File: config.mk
export PLATFORM = sky130hd
export DESIGN_NAME = rede_taylor_core
export DESIGN_NICKNAME = d
export VERILOG_FILES = /design/src/rtl/rede_taylor_pkg.sv /design/src/rtl/rede_taylor_core_mul.sv /design/src/rtl/rede_taylor_core.sv
export SDC_FILE = /design/constraint.sdc
export NUM_CORES = 2
export LEC_CHECK = 0
export BUFFER_PORTS_ARGS = -buffer_cell sky130_fd_sc_hd__buf_2
export CAP_MARGIN = 10
export CELL_PAD_IN_SITES_DETAIL_PLACEMENT = 2
export CELL_PAD_IN_SITES_GLOBAL_PLACEMENT = 2
export CORE_MARGIN = 2
export CORE_UTILIZATION = 46
export DETAILED_ROUTE_END_ITERATION = 8
export GPL_ROUTABILITY_DRIVEN = 0
export PLACE_DENSITY = 0.95
export REMOVE_ABC_BUFFERS = 1
export SLEW_MARGIN = 10
export SYNTH_ARGS = -nofsm -noshare
export SYNTH_HDL_FRONTEND = slang
export SYNTH_HIERARCHICAL = 1
export SYNTH_SLANG_ARGS = --single-unit
File: constraint.sdc
create_clock -name clk -period 30.2 [get_ports clk]
set_input_delay 3.02 -clock clk [delete_from_list [all_inputs] [get_ports clk]]
set_output_delay 3.02 -clock clk [all_outputs]
set_load 0.02 [all_outputs]
File: src/rtl/rede_taylor_pkg.sv
// Shared constants for the rede Taylor neuron core: fixed-point format,
// tanh polynomial coefficients, weight table, bias and FSM state encoding.
package rede_taylor_pkg;

  localparam int unsigned FRAC_DEF = 10;
  localparam int unsigned N_IN_DEF = 4;
  localparam int unsigned DW       = 28;
  localparam int unsigned IW       = 19;
  localparam int unsigned ST_W     = 3;

  localparam logic signed [DW-1:0] ONE  = 28'sd1024;
  localparam logic signed [DW-1:0] C3   = -28'sd341;
  localparam logic signed [DW-1:0] C5   = 28'sd137;
  localparam logic signed [DW-1:0] BIAS = 28'sd0;

  localparam logic signed [DW-1:0] W_TAB [4] = '{28'sd1024, 28'sd512, -28'sd512, 28'sd256};

  localparam logic [ST_W-1:0] S_IDLE = 3'd0;
  localparam logic [ST_W-1:0] S_LOAD = 3'd1;
  localparam logic [ST_W-1:0] S_BIAS = 3'd2;
  localparam logic [ST_W-1:0] S_SQ   = 3'd3;
  localparam logic [ST_W-1:0] S_P1   = 3'd4;
  localparam logic [ST_W-1:0] S_P2   = 3'd5;
  localparam logic [ST_W-1:0] S_Y    = 3'd6;
  localparam logic [ST_W-1:0] S_OUT  = 3'd7;

  // Weight lookup; the table repeats if more samples than weights are used.
  function automatic logic signed [DW-1:0] weight_at(input logic [1:0] idx);
    return W_TAB[idx];
  endfunction

endpackage

File: src/rtl/rede_taylor_core_mul.sv
// rt_fxp_mul: combinational signed fixed-point multiply, (a*b) >>> FRAC,
// truncated (wrapped) to DW bits. Shared by the MAC and polynomial steps.
import rede_taylor_pkg::*;

module rt_fxp_mul #(
  parameter int unsigned FRAC = FRAC_DEF
) (
  input  logic signed [DW-1:0] a,
  input  logic signed [DW-1:0] b,
  output logic signed [DW-1:0] prod_c
);

  logic signed [2*DW-1:0] full;

  // Full-precision product, floor shift, wrap to DW bits.
  always_comb begin
    full   = a * b;
    prod_c = DW'(full >>> FRAC);
  end

endmodule

File: src/rtl/rede_taylor_core.sv
// rede_taylor_core: single neuron, weighted sum of N_IN samples plus bias,
// then tanh via truncated Taylor polynomial u*(1 + u2*(C3 + C5*u2)).
// Optional macro REDE_TAYLOR_CLAMP_EN saturates u to [-ONE, +ONE].
import rede_taylor_pkg::*;

module rede_taylor_core #(
  parameter int unsigned N_IN = N_IN_DEF,
  parameter int unsigned FRAC = FRAC_DEF
) (
  input  logic                 clk,
  input  logic                 rst,
  input  logic signed [IW-1:0] io_in,
  output logic signed [DW-1:0] io_out,
  output logic [3:0]           req_in,
  output logic [3:0]           out_en
);

  localparam int unsigned K_W = ($clog2(N_IN) > 2) ? $clog2(N_IN) : 2;
  localparam logic [K_W-1:0] K_LAST = K_W'(N_IN - 1);

  logic [ST_W-1:0]      state_q, state_d;
  logic [K_W-1:0]       k_q, k_d;
  logic signed [DW-1:0] acc_q, acc_d;
  logic signed [DW-1:0] u_q, u_d;
  logic signed [DW-1:0] u2_q, u2_d;
  logic signed [DW-1:0] p_q, p_d;
  logic signed [DW-1:0] io_out_q, io_out_d;
  logic [3:0]           req_in_q, req_in_d;
  logic [3:0]           out_en_q, out_en_d;

  logic signed [DW-1:0] mul_a, mul_b, mul_p;
  logic signed [DW-1:0] sum_c;

  rt_fxp_mul #(.FRAC(FRAC)) u_mul (
    .a      (mul_a),
    .b      (mul_b),
    .prod_c (mul_p)
  );

  // Next-state, datapath operand selection and registered output decode.
  always_comb begin
    state_d  = state_q;
    k_d      = k_q;
    acc_d    = acc_q;
    u_d      = u_q;
    u2_d     = u2_q;
    p_d      = p_q;
    io_out_d = io_out_q;
    mul_a    = '0;
    mul_b    = '0;
    sum_c    = acc_q + BIAS;

    case (state_q)
      S_IDLE: begin
        acc_d   = '0;
        k_d     = '0;
        state_d = S_LOAD;
      end
      S_LOAD: begin
        mul_a = {{(DW-IW){io_in[IW-1]}}, io_in};
        mul_b = weight_at(k_q[1:0]);
        acc_d = acc_q + mul_p;
        k_d   = k_q + K_W'(1);
        if (k_q == K_LAST) state_d = S_BIAS;
      end
      S_BIAS: begin
`ifdef REDE_TAYLOR_CLAMP_EN
        if (sum_c > ONE)       u_d = ONE;
        else if (sum_c < -ONE) u_d = -ONE;
        else                   u_d = sum_c;
`else
        u_d = sum_c;
`endif
        state_d = S_SQ;
      end
      S_SQ: begin
        mul_a   = u_q;
        mul_b   = u_q;
        u2_d    = mul_p;
        state_d = S_P1;
      end
      S_P1: begin
        mul_a   = C5;
        mul_b   = u2_q;
        p_d     = mul_p + C3;
        state_d = S_P2;
      end
      S_P2: begin
        mul_a   = p_q;
        mul_b   = u2_q;
        p_d     = mul_p + ONE;
        state_d = S_Y;
      end
      S_Y: begin
        mul_a    = p_q;
        mul_b    = u_q;
        io_out_d = mul_p;
        state_d  = S_OUT;
      end
      S_OUT: begin
        acc_d   = '0;
        k_d     = '0;
        state_d = S_LOAD;
      end
      default: state_d = S_IDLE;
    endcase

    req_in_d = (state_d == S_LOAD) ? 4'b0001 : 4'b0000;
    out_en_d = (state_d == S_OUT)  ? 4'b0001 : 4'b0000;
  end

  // State and datapath registers with asynchronous active-high reset.
  always_ff @(posedge clk or posedge rst) begin
    if (rst) begin
      state_q  <= S_IDLE;
      k_q      <= '0;
      acc_q    <= '0;
      u_q      <= '0;
      u2_q     <= '0;
      p_q      <= '0;
      io_out_q <= '0;
      req_in_q <= '0;
      out_en_q <= '0;
    end else begin
      state_q  <= state_d;
      k_q      <= k_d;
      acc_q    <= acc_d;
      u_q      <= u_d;
      u2_q     <= u2_d;
      p_q      <= p_d;
      io_out_q <= io_out_d;
      req_in_q <= req_in_d;
      out_en_q <= out_en_d;
    end
  end

  assign io_out = io_out_q;
  assign req_in = req_in_q;
  assign out_en = out_en_q;

endmodule

==> parameters.txt <==
Parameter                              Value

Drt
  Vias after detailed routing ... ~25000
  TritonRoute pass-1 iters ... 6
  Antenna viol nets, final ... 0
  Average wire per cell in the routed design ... 36.9 µm
  Vias/cell ... 6.57
  Final WL ... 142000 µm
  Initial DRC Count ... 2225
  Number of remaining DRC errors ... 0

GRT
  Met1 routing resource usage after global routing ... 51.0%
  Total overflow reported by the global router ... 0
  Number of antenna violations at the first check in global routing ... 6
  Met2 layer usage reported by global route ... 75.1%
  Global-route wire length before repair ... 210000 µm
  Aggregate global-route resource usage ... 45.5%
  Maximum number of pins on one net before global-route repair ... 86
  Vias in the first global route ... between 30000 and 40000
  Met3 track utilization from global routing ... between 10 and 15%
  Most used routing layer ... met2

Clock tree
  Post-cts resize count ... 0
  # Post-CTS Setup Buffers ... 0
  Sinks on the clock net ... ~150
  Clock tree from TritonCTS ... done
  Clock Tree Buf Depth ... 2
  Root buffer cell ... sky130_fd_sc_hd__clkbuf_16
  Clock latency on the worst-skew pair ... around 470 ps
  Hold buffers post-CTS ... 0
  Post-CTS clock slew at the launch and capture registers of the worst setup and hold paths ... roughly 70 ps
  Number of clock buffers inserted by TritonCTS ... 17
  Number of H-tree levels ... 4

STA
  Final Critical Period ... between 10000 and 15000 ps
  Final hold viol count ... 0
  Achievable Freq ... a little over 0.07 GHz
  Relative slew margins ... 10.6%
  Slew of the pin with the lowest slew margin ... roughly 1300 ps
  Final-report max-slew violation count ... 0
  Hold Slack ... 500 ps
  Fin Clk Skew ... around 16 ps
  Final worst-path cycle share ... between 40% and 50%
  Setup repair after global routing missed its margin ... no
  Setup violators final ... 0
  Total negative slack for setup checks ... 0 ps

Run
  Max-cap violations ... 0

Synthesis
  Leading post-synthesis cells by instance count ... 561 x sky130_fd_sc_hd__inv_1, 553 x sky130_fd_sc_hd__fa_1, 433 x sky130_fd_sc_hd__nand2_1
  Count leader, synth ... sky130_fd_sc_hd__inv_1
  Yosys warnings ... 6
  Mapped Cells ... ~3000
  Post-synth EDFFs ... 0
  Seq/Total Area, Yosys ... ~13%
  Async SR Flop Fraction ... 100%
  Flip-flop and latch count after synthesis ... roughly 150
  Most used flip-flop cell after synthesis ... sky130_fd_sc_hd__dfrtp_1
  Count of unique library cells instantiated by Yosys ... 80
  Synth Cell Area ... 0.0286 mm²
  Share of Yosys cell area claimed by the top area cell type ... 38.8%
  Cell type with the highest aggregate area in the netlist ... sky130_fd_sc_hd__fa_1
  Cells taking the most area after synthesis ... sky130_fd_sc_hd__fa_1 39%, sky130_fd_sc_hd__dfrtp_1 13%, sky130_fd_sc_hd__ha_1 7.8%, sky130_fd_sc_hd__and2_1 7.4%, sky130_fd_sc_hd__inv_1 7.4%
  Avg Cell Area, Syn ... 9.32 µm²

Floorplanning
  Initial Util ... approximately 46%
  Core Region ... between 0.06 and 0.07 mm²
  Die Height ... about 250 µm
  IO Count ... between 50 and 60
  Total Die Area ... approximately 0.064 mm²
  Horiz. Die Dim ... ~250 µm
  Std cell rows ... 91

Finish
  Area Overhead vs Synth ... 6.34%
  Proportion of layout cells with a drive suffix above 1 ... approximately 8.9%
  Area occupied by multi-input gates ... approximately 0.022 mm²
  Sequential standard cell area ... approximately 0.0037 mm²
  Number of nets in the layout ... between 3000 and 4000
  Fill cell count ... 6378

Setup path
  Worst path most repeated cell ... sky130_fd_sc_hd__fa_1
  CP peak stage delay ... 1100 ps
  Startpoint type of the worst setup path ... flop
  Highest fanout seen on the critical path ... 35
  Critical path's slowest cell ... sky130_fd_sc_hd__nand2_1
  Kind of end point of the critical path ... flop
  Required time reported for the critical path endpoint ... around 31000 ps
  Family of cells with the greatest summed delay on the critical path ... adder cells
  Reg-to-reg critical path startpoint ... state_q[2]
  Crit path arrival time ... between 10000 and 15000 ps
  Setup Crit Path Kind ... reg -> reg
  Critical path buffers and inverters ... 4
  Internal reg-to-reg setup slack ... between 15000 and 20000 ps
  End of the worst register-to-register path ... acc_q[27]
  Cell depth of the worst flop-to-flop path ... 33

Hold path
  Critical hold path startpoint ... io_out[6]
  Worst hold path endpoint ... io_out[6]
  Hold crit path type ... reg -> reg
  Cells on Worst Hold Path ... 2

Place
  Detailed placer's ending HPWL ... around 95000 µm
  Port Buf Inserts ... 50

Run status
  Run status ... finished, final reports clean
final cells by class:
cell class | count | area share, %
Clock inverter | 12 | 0.400
Sequential cell | 147 | 12.1
Timing Repair Buffer | 121 | 2.58
Tap cell | 790 | 3.26
Antenna cell | 4 | 0.0330
Multi-Input combinational cell | 2188 | 73.1
Clock buffer | 20 | 1.54
Inverter | 562 | 6.96
per-stage QoR:
| step | cell area (µm²) | instances | utilization [%] | setup WS (ps) |
|---|---|---|---|---|
| finish | 30400 | 3844 | 49.4 | 16060 |
| global route | 30400 | 3840 | 49.4 | 15900 |
| CTS | 30400 | 3840 | 49.4 | 16480 |
| detailed placement | 29800 | 3808 | 48.4 | 16550 |
| global placement | 29800 | 3808 | 48.4 | 17340 |
| floorplan | 27800 | 2897 | - | 17580 |
worst max path at each step:
stage	cells past startpoint	from	endpoint
6_report	33	state_q[2]	acc_q[27]
3_5_place_dp	31	io_in[18]	acc_q[27]
2_1_floorplan	30	io_in[11]	p_q[27]
4_1_cts	34	state_q[2]	acc_q[27]
5_1_grt	34	state_q[2]	acc_q[27]
3_3_place_gp	34	io_in[10]	p_q[27]
cell usage in the layout (no fill, tap or decap), types with 5 or more instances in the layout:
cell                          n
sky130_fd_sc_hd__nand2_1    433
sky130_fd_sc_hd__and2_1     339
sky130_fd_sc_hd__conb_1       6
sky130_fd_sc_hd__o21ai_4      7
sky130_fd_sc_hd__a21o_1      27
sky130_fd_sc_hd__nor2_1      45
sky130_fd_sc_hd__buf_4       71
sky130_fd_sc_hd__o21ai_0     94
sky130_fd_sc_hd__o21ai_2      7
sky130_fd_sc_hd__a211oi_1     6
sky130_fd_sc_hd__dfrtp_1    146
sky130_fd_sc_hd__a31oi_1      8
sky130_fd_sc_hd__nand3_1     21
sky130_fd_sc_hd__buf_2       50
sky130_fd_sc_hd__o22ai_1      8
sky130_fd_sc_hd__o31ai_1      9
sky130_fd_sc_hd__o41ai_1      5
sky130_fd_sc_hd__nor3_1      15
sky130_fd_sc_hd__xnor2_1     88
sky130_fd_sc_hd__xor2_1      24
sky130_fd_sc_hd__inv_1      560
sky130_fd_sc_hd__a21oi_1     47
sky130_fd_sc_hd__nand4_1      9
sky130_fd_sc_hd__a221o_1     20
sky130_fd_sc_hd__fa_1       553
sky130_fd_sc_hd__a22o_1      15
sky130_fd_sc_hd__o21bai_1     7
sky130_fd_sc_hd__and3_1      10
sky130_fd_sc_hd__clkbuf_16   17
sky130_fd_sc_hd__o21ai_1     12
sky130_fd_sc_hd__o21a_1      11
sky130_fd_sc_hd__nor2b_1     10
sky130_fd_sc_hd__or2_2        7
sky130_fd_sc_hd__mux2i_1     21
sky130_fd_sc_hd__mux2_2      66
sky130_fd_sc_hd__nand2b_1    11
sky130_fd_sc_hd__ha_1       177
kinds of logic (layout without fill, tap and decap cells):
family | after synthesis | after routing | share of synthesized area (%)
other | 1 | 10 | 0.0131
buffers and inverters | 734 | 715 | 9.93
muxes | 87 | 87 | 3.34
and+or+nand+nor | 931 | 931 | 16.4
xor gates and xnor gates | 112 | 112 | 3.44
AOI/OAI and AO/OA | 322 | 322 | 7.52
adders and majority gates | 730 | 730 | 46.5
DFF | 147 | 147 | 12.9
worst reg2reg max path, delay by kind of cell (launching register included):
kind	cells	cell delay (ps)
adder cells (fa/ha/maj)	10	4820
AO/OA/AOI/OAI	13	3970
AND/OR/NAND/NOR	4	2720
buffers and inverters	4	1100
XOR/XNOR	2	750
flip-flops	1	620
state kept, by name, summed over array words and instances, names as in the netlist:
signal / flops
req_in: 1
out_en: 1
k_q: 2
u_q: 28
io_out: 28
state_q: 3
p_q: 28
acc_q: 28
u2_q: 28
per-layer routing:
metal	vias to the layer above	part of all wire [%]
met1	13200	35
met5	-	0.025
met2	1904	48
li1	9301	-
met4	6	8.8
met3	877	8.5
Power is left out: the tool's default activity adds up to more than one toggle a clock period on the data nets, which glitch-free logic cannot reach.
